## config.mk

```make
export PLATFORM = sky130hd
export DESIGN_NAME = sram_port_arbiter
export DESIGN_NICKNAME = d
export VERILOG_FILES = /design/src/rtl/sram_port_arbiter.sv
export SDC_FILE = /design/constraint.sdc
export NUM_CORES = 1
export LEC_CHECK = 0
export CORE_AREA = 2 2 83 85
export CTS_BUF_LIST = sky130_fd_sc_hd__clkbuf_16
export DETAILED_ROUTE_END_ITERATION = 8
export DIE_AREA = 0 0 85 87
export PLACE_DENSITY = 0.74
export SETUP_SLACK_MARGIN = 0.15
export SYNTH_ARGS = -nofsm -noshare
export SYNTH_HDL_FRONTEND = slang
export SYNTH_SLANG_ARGS = --single-unit
```

## constraint.sdc

```tcl
create_clock -name CLK -period 2.4 [get_ports CLK]
set_input_delay 0.48 -clock CLK [delete_from_list [all_inputs] [get_ports CLK]]
set_output_delay 0.48 -clock CLK [all_outputs]
set_load 0.02 [all_outputs]
```

## src/rtl/sram_port_arbiter.sv

```systemverilog
// Two-port arbiter (instruction read-only, data read/write) in front of one single-port SRAM.
// Build option ROUND_ROBIN_EN swaps fixed D priority with starvation guard for alternation.
module sram_port_arbiter #(
    parameter int ADDR_W       = 12,
    parameter int STARVE_LIMIT = 4,
    parameter int CNT_W        = 3
) (
    input  logic              CLK,
    input  logic              RSTn,
    input  logic              I_REQ,
    input  logic [ADDR_W-1:0] I_ADDR,
    output logic              I_GNT,
    output logic              I_RVALID,
    output logic [31:0]       I_RDATA,
    input  logic              D_REQ,
    input  logic              D_WE,
    input  logic [ADDR_W-1:0] D_ADDR,
    input  logic [3:0]        D_BE,
    input  logic [31:0]       D_WDATA,
    output logic              D_GNT,
    output logic              D_RVALID,
    output logic [31:0]       D_RDATA,
    output logic              M_CSN,
    output logic              M_WEN,
    output logic [ADDR_W-1:0] M_ADDR,
    output logic [3:0]        M_BE,
    output logic [31:0]       M_DI,
    input  logic [31:0]       M_DOUT
);

    typedef enum logic [1:0] {
        OWN_NONE = 2'd0,
        OWN_I    = 2'd1,
        OWN_D    = 2'd2
    } owner_e;

    owner_e rd_owner_q;
    owner_e rd_owner_d;
    logic   i_gnt_s;
    logic   d_gnt_s;
    logic   i_wins_s;

`ifdef ROUND_ROBIN_EN
    typedef enum logic {
        PORT_I = 1'b0,
        PORT_D = 1'b1
    } port_e;

    port_e rr_last_q;
    port_e rr_last_d;

    // Remember which port was served last so a conflict goes to the other one.
    always_comb begin
        rr_last_d = rr_last_q;
        if (i_gnt_s) begin
            rr_last_d = PORT_I;
        end else if (d_gnt_s) begin
            rr_last_d = PORT_D;
        end else begin
            rr_last_d = rr_last_q;
        end
    end

    // Round-robin history register.
    always_ff @(posedge CLK) begin
        if (!RSTn) begin
            rr_last_q <= PORT_I;
        end else begin
            rr_last_q <= rr_last_d;
        end
    end

    assign i_wins_s = (rr_last_q == PORT_D);
`else
    localparam logic [CNT_W-1:0] STARVE_MAX = CNT_W'(STARVE_LIMIT);
    localparam logic [CNT_W-1:0] CNT_ONE    = CNT_W'(1);

    logic [CNT_W-1:0] starve_cnt_q;
    logic [CNT_W-1:0] starve_cnt_d;

    // Count consecutive denied I cycles; any grant or idle I cycle restarts the count.
    always_comb begin
        starve_cnt_d = starve_cnt_q;
        if (I_REQ && !i_gnt_s) begin
            if (starve_cnt_q == STARVE_MAX) begin
                starve_cnt_d = STARVE_MAX;
            end else begin
                starve_cnt_d = starve_cnt_q + CNT_ONE;
            end
        end else begin
            starve_cnt_d = '0;
        end
    end

    // Starvation counter register.
    always_ff @(posedge CLK) begin
        if (!RSTn) begin
            starve_cnt_q <= '0;
        end else begin
            starve_cnt_q <= starve_cnt_d;
        end
    end

    assign i_wins_s = (starve_cnt_q == STARVE_MAX);
`endif

    // Grant decision: a lone requester always wins; conflicts follow the priority state.
    always_comb begin
        i_gnt_s = 1'b0;
        d_gnt_s = 1'b0;
        if (!RSTn) begin
            i_gnt_s = 1'b0;
            d_gnt_s = 1'b0;
        end else if (I_REQ && D_REQ) begin
            i_gnt_s = i_wins_s;
            d_gnt_s = !i_wins_s;
        end else begin
            i_gnt_s = I_REQ;
            d_gnt_s = D_REQ;
        end
    end

    assign I_GNT = i_gnt_s;
    assign D_GNT = d_gnt_s;

    // SRAM pin mux: idle values unless a port holds the grant this cycle.
    always_comb begin
        M_CSN  = 1'b1;
        M_WEN  = 1'b1;
        M_ADDR = '0;
        M_BE   = 4'h0;
        M_DI   = 32'h0000_0000;
        case ({i_gnt_s, d_gnt_s})
            2'b10: begin
                M_CSN  = 1'b0;
                M_WEN  = 1'b1;
                M_ADDR = I_ADDR;
                M_BE   = 4'hF;
            end
            2'b01: begin
                M_CSN  = 1'b0;
                M_WEN  = !D_WE;
                M_ADDR = D_ADDR;
                M_BE   = D_BE;
                M_DI   = D_WDATA;
            end
            default: begin
                M_CSN  = 1'b1;
                M_WEN  = 1'b1;
                M_ADDR = '0;
                M_BE   = 4'h0;
                M_DI   = 32'h0000_0000;
            end
        endcase
    end

    // Tag the port whose read is issued now; writes produce no response.
    always_comb begin
        rd_owner_d = OWN_NONE;
        if (i_gnt_s) begin
            rd_owner_d = OWN_I;
        end else if (d_gnt_s && !D_WE) begin
            rd_owner_d = OWN_D;
        end else begin
            rd_owner_d = OWN_NONE;
        end
    end

    // Read-response owner register.
    always_ff @(posedge CLK) begin
        if (!RSTn) begin
            rd_owner_q <= OWN_NONE;
        end else begin
            rd_owner_q <= rd_owner_d;
        end
    end

    // Route SRAM output; a reset during the response cycle suppresses it.
    always_comb begin
        I_RVALID = 1'b0;
        D_RVALID = 1'b0;
        I_RDATA  = 32'h0000_0000;
        D_RDATA  = 32'h0000_0000;
        case (rd_owner_q)
            OWN_I: begin
                I_RVALID = RSTn;
                I_RDATA  = RSTn ? M_DOUT : 32'h0000_0000;
            end
            OWN_D: begin
                D_RVALID = RSTn;
                D_RDATA  = RSTn ? M_DOUT : 32'h0000_0000;
            end
            default: begin
                I_RVALID = 1'b0;
                D_RVALID = 1'b0;
                I_RDATA  = 32'h0000_0000;
                D_RDATA  = 32'h0000_0000;
            end
        endcase
    end

endmodule

```

==> run_results.csv <==
group,metric,value,unit
global_routing,grt_overflow,0,
power_and_ir_drop,power_density,228,mW/mm2
floorplanning,num_io_pins,215,
final_layout,nets,496,
place,portBuffers,214,
place,post-dp-hpwl,4860,um
synthesis,synth_commonest_cells,"72 x and2_1, 22 x and2_2, 16 x nor2_1, 12 x a22oi_1",
floorplanning,initial_core_util,18.2,%
synthesis,yosysWarnings,0,
timing,skew,0.00127,ns
cts,clkSlewWorstSetupHoldPaths,0.03,ns
global_routing,antenna_found_initial,0,
cts,clkLatencyLatePin,0.23,ns
power_and_ir_drop,power,0.825,mW
synthesis,avgSynthCellArea,6.85,um2
run,drv_cap,0,
synthesis,ys_top_cells_by_area,"and2_1 38%, and2_2 14%, dfxtp_1 8.4%",
power_and_ir_drop,p_int,0.578,mW
critical_path,path_class,"reg2out",
critical_path,crit_required,1.92,ns
run_status,status,"finished, final reports clean",
hold_path,hold_path.class,"in2reg",
drt,drt_iter0_markers,15,
floorplanning,core_area,0.00657,mm2
timing,maxSlewViolCount,0,
global_routing,grt_pass1_wl,9110,um
floorplanning,die_w,85,um
place,gp_congestion,0.750,
final_layout,diodes,0,
timing,finalCriticalPeriod,2.31,ns
synthesis,synth_cell_type_count,21,
synthesis,ys.flop_type,"dfxtp_1",
synthesis,synth.most_common_cell,"and2_1",
drt,drc_errors,0,
global_routing,grt_max_degree,33,
timing,max-slew-margin-rel,85.0,%
timing,worst_pin_slew,0.225,ns
synthesis,synth-seq-area-share,8.39,%
synthesis,synth_edf_count,0,
synthesis,yosys.area.top_type_share,37.8,%
cts,hold_buffers,0,
timing,hold_viol,0,
cts,cts-root-buf,"clkbuf_16",
synthesis,synth_nets,275,
synthesis,synth_top_area_cell,"and2_1",
cts,clk_path_buf_depth,2,
drt,met3WireLength,743,um
final_layout,drive_gt1_share,33.8,%
cts,cts_htree_levels,1,
drt,wirelength,6090,um
synthesis,ys_async_sr_fraction,0,%
timing,finalSetupViolations,0,
critical_path,end_kind,"output pin",
critical_path,start_kind,"flip-flop",
timing,rsz0062_at_grt,"true",
drt,via_per_inst,4.22,
cts,cts_buffers,3,
power_and_ir_drop,sw_frac_of_total,29.9,%
drt,top_layer,"met4",
power_and_ir_drop,combPwrFrac,57.1,%
drt,firstDrtPassIters,2,
timing,post-route-period-util,96.1,%
drt,wl_met1,1970,um
power_and_ir_drop,seq_power_share,10.7,%
cts,cts_tree,"done",
power_and_ir_drop,vdd_drop_max,0.000192,V
timing,fmax,434,MHz
synthesis,postSynthCellCount,174,
drt,wl_per_cell,12.8,um
synthesis,syn_area,0.00119,mm2
floorplanning,dieArea,0.00740,mm2
final_layout,final_cell_area,0.00362,mm2
critical_path,worstPathMaxFanout,13,
critical_path,worstPathArrival,1.83,ns
floorplanning,die_h,87,um
global_routing,grt_pass1_vias,1932,
power_and_ir_drop,switching_power,0.247,mW
drt,wl_met2,3330,um
final_layout,final_core_util,55.1,%
power_and_ir_drop,clockPowerShare,32.3,%
power_and_ir_drop,p_leak,1.85,nW
floorplanning,rows,30,
drt,drtAntennaViolNets,0,
cts,clock_sinks,5,
synthesis,synth_seq_cells,5,
global_routing,grt_util_all_layers,14.7,%
drt,vias,2001,
final_layout,syn2layout_area_growth,204,%
timing,holdWs,0.562,ns
place,dpl_cell_area,0.00359,mm2
## power by group through the flow
stage                     combinational (mW)  sequential, mW  clock, mW
after CTS                              0.470          0.0880      0.268
after detailed placement               0.466          0.0886          0
final                                  0.471          0.0880      0.266
after global placement                 0.461          0.0885          0
after global routing                   0.501          0.0884      0.277
after floorplan                        0.172          0.0883          0
## logic make-up after synthesis
logic type / Yosys count / share of synthesized area, %
flip-flops: 5 / 8.39
AND/OR/NAND/NOR: 128 / 66.4
AO/OA/AOI/OAI: 20 / 11.3
adder cells (fa/ha/maj): 4 / 4.20
buffers and inverters: 17 / 9.65
## layer usage
metal  vias up  global-route usage [%]
met1       869                    14.1
met5         -                       0
met2       128                    30.5
met3         4                    4.45
met4         0                    3.03
li1       1000                       -
## worst max-delay path: stages, from the launching register on
cell and delay [ns]:
dfxtp_2 0.32, inv_2 0.07, ha_4 0.16, nand2_4 0.07, a21o_1 0.20, ha_4 0.20, buf_16 0.16, a22oi_2 0.23
nor2_4 0.04, buf_2 0.15
## cells in the final DEF (no fill, tap or decap), drive strengths merged
master,n
a21o,1
a21oi,6
a22oi,12
and2,94
and3,3
and3b,2
buf,63
clkbuf,5
clkdlybuf4s15,3
clkdlybuf4s50,93
dfxtp,5
dlygate4sd2,70
ha,4
inv,3
nand2,5
nand3,2
nor2,16
nor2b,2
nor3b,4
o21a,1
## metrics by stage
stage | setup slack, ns | std cells | TNS, ns
2_1_floorplan | 0.148 | 174 | 0
3_3_place_gp | -0.590 | 465 | -46.87
3_5_place_dp | -0.618 | 465 | -47.26
4_1_cts | 0.0840 | 472 | 0
5_1_grt | 0.0316 | 474 | 0
6_report | 0.0941 | 474 | 0
## flip-flops by register name, indices dropped and copies added, names as in the netlist
signal	flops
rd_owner_q	2
starve_cnt_q	3
## final timing paths
kind / startpoint / slack [ns] / endpoint / depth (start not counted)
setup / recovery: starve_cnt_q[0] / 0.09 / M_ADDR[1] / 9
hold / removal: RSTn / 0.56 / rd_owner_q[0] / 3
hold reg to reg: starve_cnt_q[0] / 0.56 / starve_cnt_q[0] / 2
setup reg to reg: starve_cnt_q[1] / 1.39 / starve_cnt_q[2] / 4
## layout make-up
class,instances,area (um2)
fill,674,2950
timing repair buffer,231,2150
multi-input combinational,152,1180
sequential,5,101
tap,80,100
clock buffer,3,75.1
inverter,2,7.51
clock inverter,1,3.75
## repair_timing
action | CTS | global route
pin swaps | 10 | 5
hold endpoints to repair | 0 | 0
setup endpoints to repair | 118 | 112
gates cloned | 3 | 1
setup buffers | 0 | 1
gates resized for setup | 298 | 29
(Power assumes the default switching activity.)
==> edit 1, RTL diff (config.mk and constraints unchanged) <==
Build with the macro `ROUND_ROBIN_EN` defined.
--- a/src/rtl/sram_port_arbiter.sv
+++ b/src/rtl/sram_port_arbiter.sv
@@ -1,5 +1,7 @@
 // Two-port arbiter (instruction read-only, data read/write) in front of one single-port SRAM.
 // Build option ROUND_ROBIN_EN swaps fixed D priority with starvation guard for alternation.
+`define ROUND_ROBIN_EN
+
 module sram_port_arbiter #(
     parameter int ADDR_W       = 12,
     parameter int STARVE_LIMIT = 4,
Behaviour: not the same (a bounded check fails within 4 cycles, from zero or initial values and one cycle with RSTn low).
==> edit 1 against the unedited design <==
  * Cell area shrank 5.1%
  * Power down 3.0%
  * Non-clock buffer count shrank 2
  * Utilization down 2.8 points
  * Setup slack better by 0.11 ns
  * Routed wire length decreased by 6.1%
  * Sequential cell count down 2
  * Hold slack got worse by 0.029 ns
  * Synthesized area down 9.7%
==> edit 1: results <==
[run_status]
outcome = finished, final reports clean

[global_routing]
use_met3 = 0.0351
use_met1 = 0.152
grt_pass1_wl_mm = 8.52
grt_max_degree = 33
antenna_found_initial = 0
grt_use_total = 0.137
grt_pass1_vias = 1824
met2_usage = 0.267

[sta]
skew_ns = 0.00106
setup_viol = 0
tightest_slew_ns = 0.245

[clock_tree]
clockRootBuffer = clkbuf_16
clk_latency_ns = 0.22
cts_max_level = 1
cts_buffers = 3
clk_pin_slew_ns = 0.03
cts_max_path_buffers = 2

[worst_setup_path]
cpLargestDelayFamily = buffers and inverters
critPathMaxStageDelay_ns = 0.31
arrival_ns = 1.72
slowest_stage = dlygate4sd2_1
critPathMaxFanout = 32

[synth]
synth.distinct_cells = 19
synth_flop_cell = dfxtp_1
netlist_top_cells_area = and2_1 (52%), a22oi_1 (8.4%), buf_6 (7.3%)
syn_nets = 261
avgSynthCellArea_um2 = 6.65
synth-seq-area-share = 0.0557
yosys_warnings = 0
synthTopCellsByCount = and2_1 (90), nor2_1 (16), a22oi_1 (12), buf_6 (7)
synth_top_area_frac = 0.523
async_flop_share = 0

[place]
placedCellCount = 452
dp_hpwl_mm = 4.80
io_buffer_count = 214
routabilityCongestion = 0.719
dpl_worst_slack_ns = -0.594

[routing]
vias = 1887
routed_wl_mm = 5.71
drtIter0Drc = 20
firstDrtPassIters = 4

[cells_and_area]
layout-drive-gt1-share = 0.266
top_register = rd_owner_q
antenna_cells = 0
largest_reg_flops = 2
fin_nets = 479
fin_cells = 459

[power]
p_int_uw = 556
peakVddDrop_uv = 205
p_leak_uw = 0.00166

[hold_path]
worstHoldPathType = flip-flop to flip-flop
-- edit 1: cells by family after synthesis --
logic type	Yosys count	share of synthesized area
flops	3	0.0558
simple gates	124	0.699
compound gates	17	0.112
fa+ha+maj	2	0.0232
buf+inv	16	0.110
-- edit 1: area by class of cell --
class | instances | area, um^2
fillers | 672 | 3130
repair buffers | 229 | 2170
multi-input cells | 143 | 1020
well taps | 80 | 100
clock buffers | 3 | 75.1
flip-flops and latches | 3 | 60.1
clock inverters | 1 | 3.75
-- edit 1: metal layers --
metal / wire length [um] / vias to the layer above
met5: 0 / -
met4: 0 / 0
met3: 676 / 0
met2: 3010 / 124
met1: 2020 / 810
li1: - / 953
-- edit 1: final timing paths --
| kind | startpoint | cells after the start | slack (ns) | end |
|---|---|---|---|---|
| worst min register to register | i_wins_s | 1 | 0.53 | i_wins_s |
| worst max register to register | i_wins_s | 2 | 1.58 | rd_owner_q[0] |
| worst max-delay path | RSTn | 6 | 0.20 | I_RDATA[0] |
| worst min-delay path | i_wins_s | 1 | 0.53 | i_wins_s |
-- edit 1: worst register-to-register path, delay by kind of cell, from the launching register on --
kind	cells	cell delay, ns
DFF	1	0.31
and+or+nand+nor	2	0.40
-- edit 1: power groups by stage --
stage / clock (uW) / combinational [uW] / sequential, uW
after floorplan: 0 / 176 / 55.5
after global placement: 0 / 474 / 55.9
after detailed placement: 0 / 478 / 56.0
after CTS: 266 / 476 / 55.5
after global routing: 273 / 517 / 55.7
final: 261 / 484 / 55.5
-- edit 1: repair_timing --
item | in CTS | in global routing
pin swaps | 1 | 5
gates resized for setup | 299 | 59
setup endpoints to repair | 118 | 76
cloned | 2 | 0
setup buffers | 0 | 1
==> edit 2, RTL diff (same settings) <==
Without the edit above. Encoding of `owner_e`: now one-hot (3 bits for 3 values).
--- a/src/rtl/sram_port_arbiter.sv
+++ b/src/rtl/sram_port_arbiter.sv
@@ -28,10 +28,10 @@
     input  logic [31:0]       M_DOUT
 );
 
-    typedef enum logic [1:0] {
-        OWN_NONE = 2'd0,
-        OWN_I    = 2'd1,
-        OWN_D    = 2'd2
+    typedef enum logic [2:0] {
+        OWN_NONE = 3'b001,
+        OWN_I    = 3'b010,
+        OWN_D    = 3'b100
     } owner_e;
 
     owner_e rd_owner_q;
Function: no difference found for any inputs over 10 cycles, from zero or initial values and one cycle with RSTn low; not proved beyond that.
==> edit 2 against the unedited design <==
  * Synthesized area rose by 2.9%
  * First-iteration DRC count rose by 60%
  * Power rose by 11%
  * Cell area rose by 19%
  * Setup slack got worse by 0.075 ns
  * Sequential cell count rose by 1
  * Routed wire length rose by 19%
  * Register-to-register slack got worse by 0.28 ns
==> edit 2: results <==
[run_status]
outcome = finished, final reports clean

[synth]
synthTopCellsByCount = and2_1 (83), nor2_1 (17), a22oi_1 (12), and2_2 (11), a21oi_1 (7)
yosysTopAreaCell = and2_1
netlist_top_cells_area = and2_1 (42%), dfxtp_1 (9.8%), a22oi_1 (7.3%)
syn_nets = 280
synth-seq-area-share = 0.0979
synthAdderAreaFrac = 0.0408
avgSynthCellArea_um2 = 6.86
yosys_warnings = 0
synth_compound_area_frac = 0.114
synth.distinct_cells = 24

[clock_tree]
clockRootBuffer = clkbuf_16
cts_max_path_buffers = 2
cts_max_level = 1
clk_latency_ns = 0.23
cts_buffers = 3

[cells_and_area]
layout-drive-gt1-share = 0.431
antenna_cells = 0
largest_registers = rd_owner_q x3, starve_cnt_q x3
num-fill-cells = 550
fin_cells = 500
fin_nets = 523
seq_area_um2 = 123

[routing]
vias_per_cell = 4.28
wl_met2_mm = 3.95
firstDrtPassIters = 4
routedLengthMet1_mm = 2.21
drtIter0Drc = 24
highest_layer = met4
routed_wl_mm = 7.25
dr_wl_met3_um = 980

[worst_setup_path]
slowest_stage = clkdlybuf4s15_1
arrival_ns = 1.90
worstRegToRegCells = 4
critPathMaxFanout = 9
cpLargestDelayFamily = buffers and inverters
critPathMaxStageDelay_ns = 0.22

[place]
place_area_um2 = 3750
dpl_worst_slack_ns = -0.719
io_buffer_count = 214
routabilityCongestion = 0.846
dp_hpwl_mm = 5.99
placedCellCount = 478

[sta]
relSlewSlack = 0.833
skew_ns = 0.000163

[global_routing]
grt_pass1_wl_mm = 11.1
grt_pass1_vias = 2166
antenna_found_initial = 0
grt_max_degree = 33
grt_use_total = 0.186

[hold_path]
holdPathStages = 2
worstHoldPathType = flip-flop to flip-flop

[power]
p_leak_uw = 0.00201
peakVddDrop_uv = 215
## edit 2: power by group
part	internal, uW	switching [uW]
combinational	342	199
clock	214	54.1
sequential	104	2.38
## edit 2: cell type report
cell class              instances  area share
clock buffers                   3      0.0174
inverters                       3     0.00261
repair buffers                253       0.620
multi-input cells             155       0.308
flip-flops and latches          6      0.0284
well taps                      80      0.0232
## edit 2: logic make-up after synthesis
kind of cell | Yosys count
adder cells (fa/ha/maj) | 4
buffers and inverters | 18
flip-flops | 6
AND/OR/NAND/NOR | 130
AO/OA/AOI/OAI | 21
## edit 2: per-layer routing
metal / vias up / global-route usage
met1: 929 / 0.172
met3: 11 / 0.0739
li1: 1061 / -
met2: 137 / 0.381
met5: - / 0
met4: 0 / 0.0375
## edit 2: final timing paths
kind                    from         endpoint  slack (ns)
min          starve_cnt_q[0]  starve_cnt_q[0]        0.51
max reg2reg  starve_cnt_q[0]  starve_cnt_q[2]        1.11
min reg2reg  starve_cnt_q[0]  starve_cnt_q[0]        0.51
max                    I_REQ          M_DI[6]        0.02
## edit 2: through the flow
stage	total power [uW]	setup TNS, ns
CTS	904	0
finish	915	0
detailed placement	545	-58.84
global placement	540	-57.00
floorplan	260	0
global route	954	-0.672
## edit 2: tightest hold or removal path, delay by kind of cell, from the launching register on
kind | cells | cell delay, ns
flip-flops | 1 | 0.32
buffers and inverters | 1 | 0.11
AND/OR/NAND/NOR | 1 | 0.04
## edit 2: repair_timing
item	in CTS	in global routing
pin swaps	22	14
cloned	4	0
setup endpoints to repair	118	69
gates resized for setup	420	42
hold buffers	0	0
setup buffers	13	2
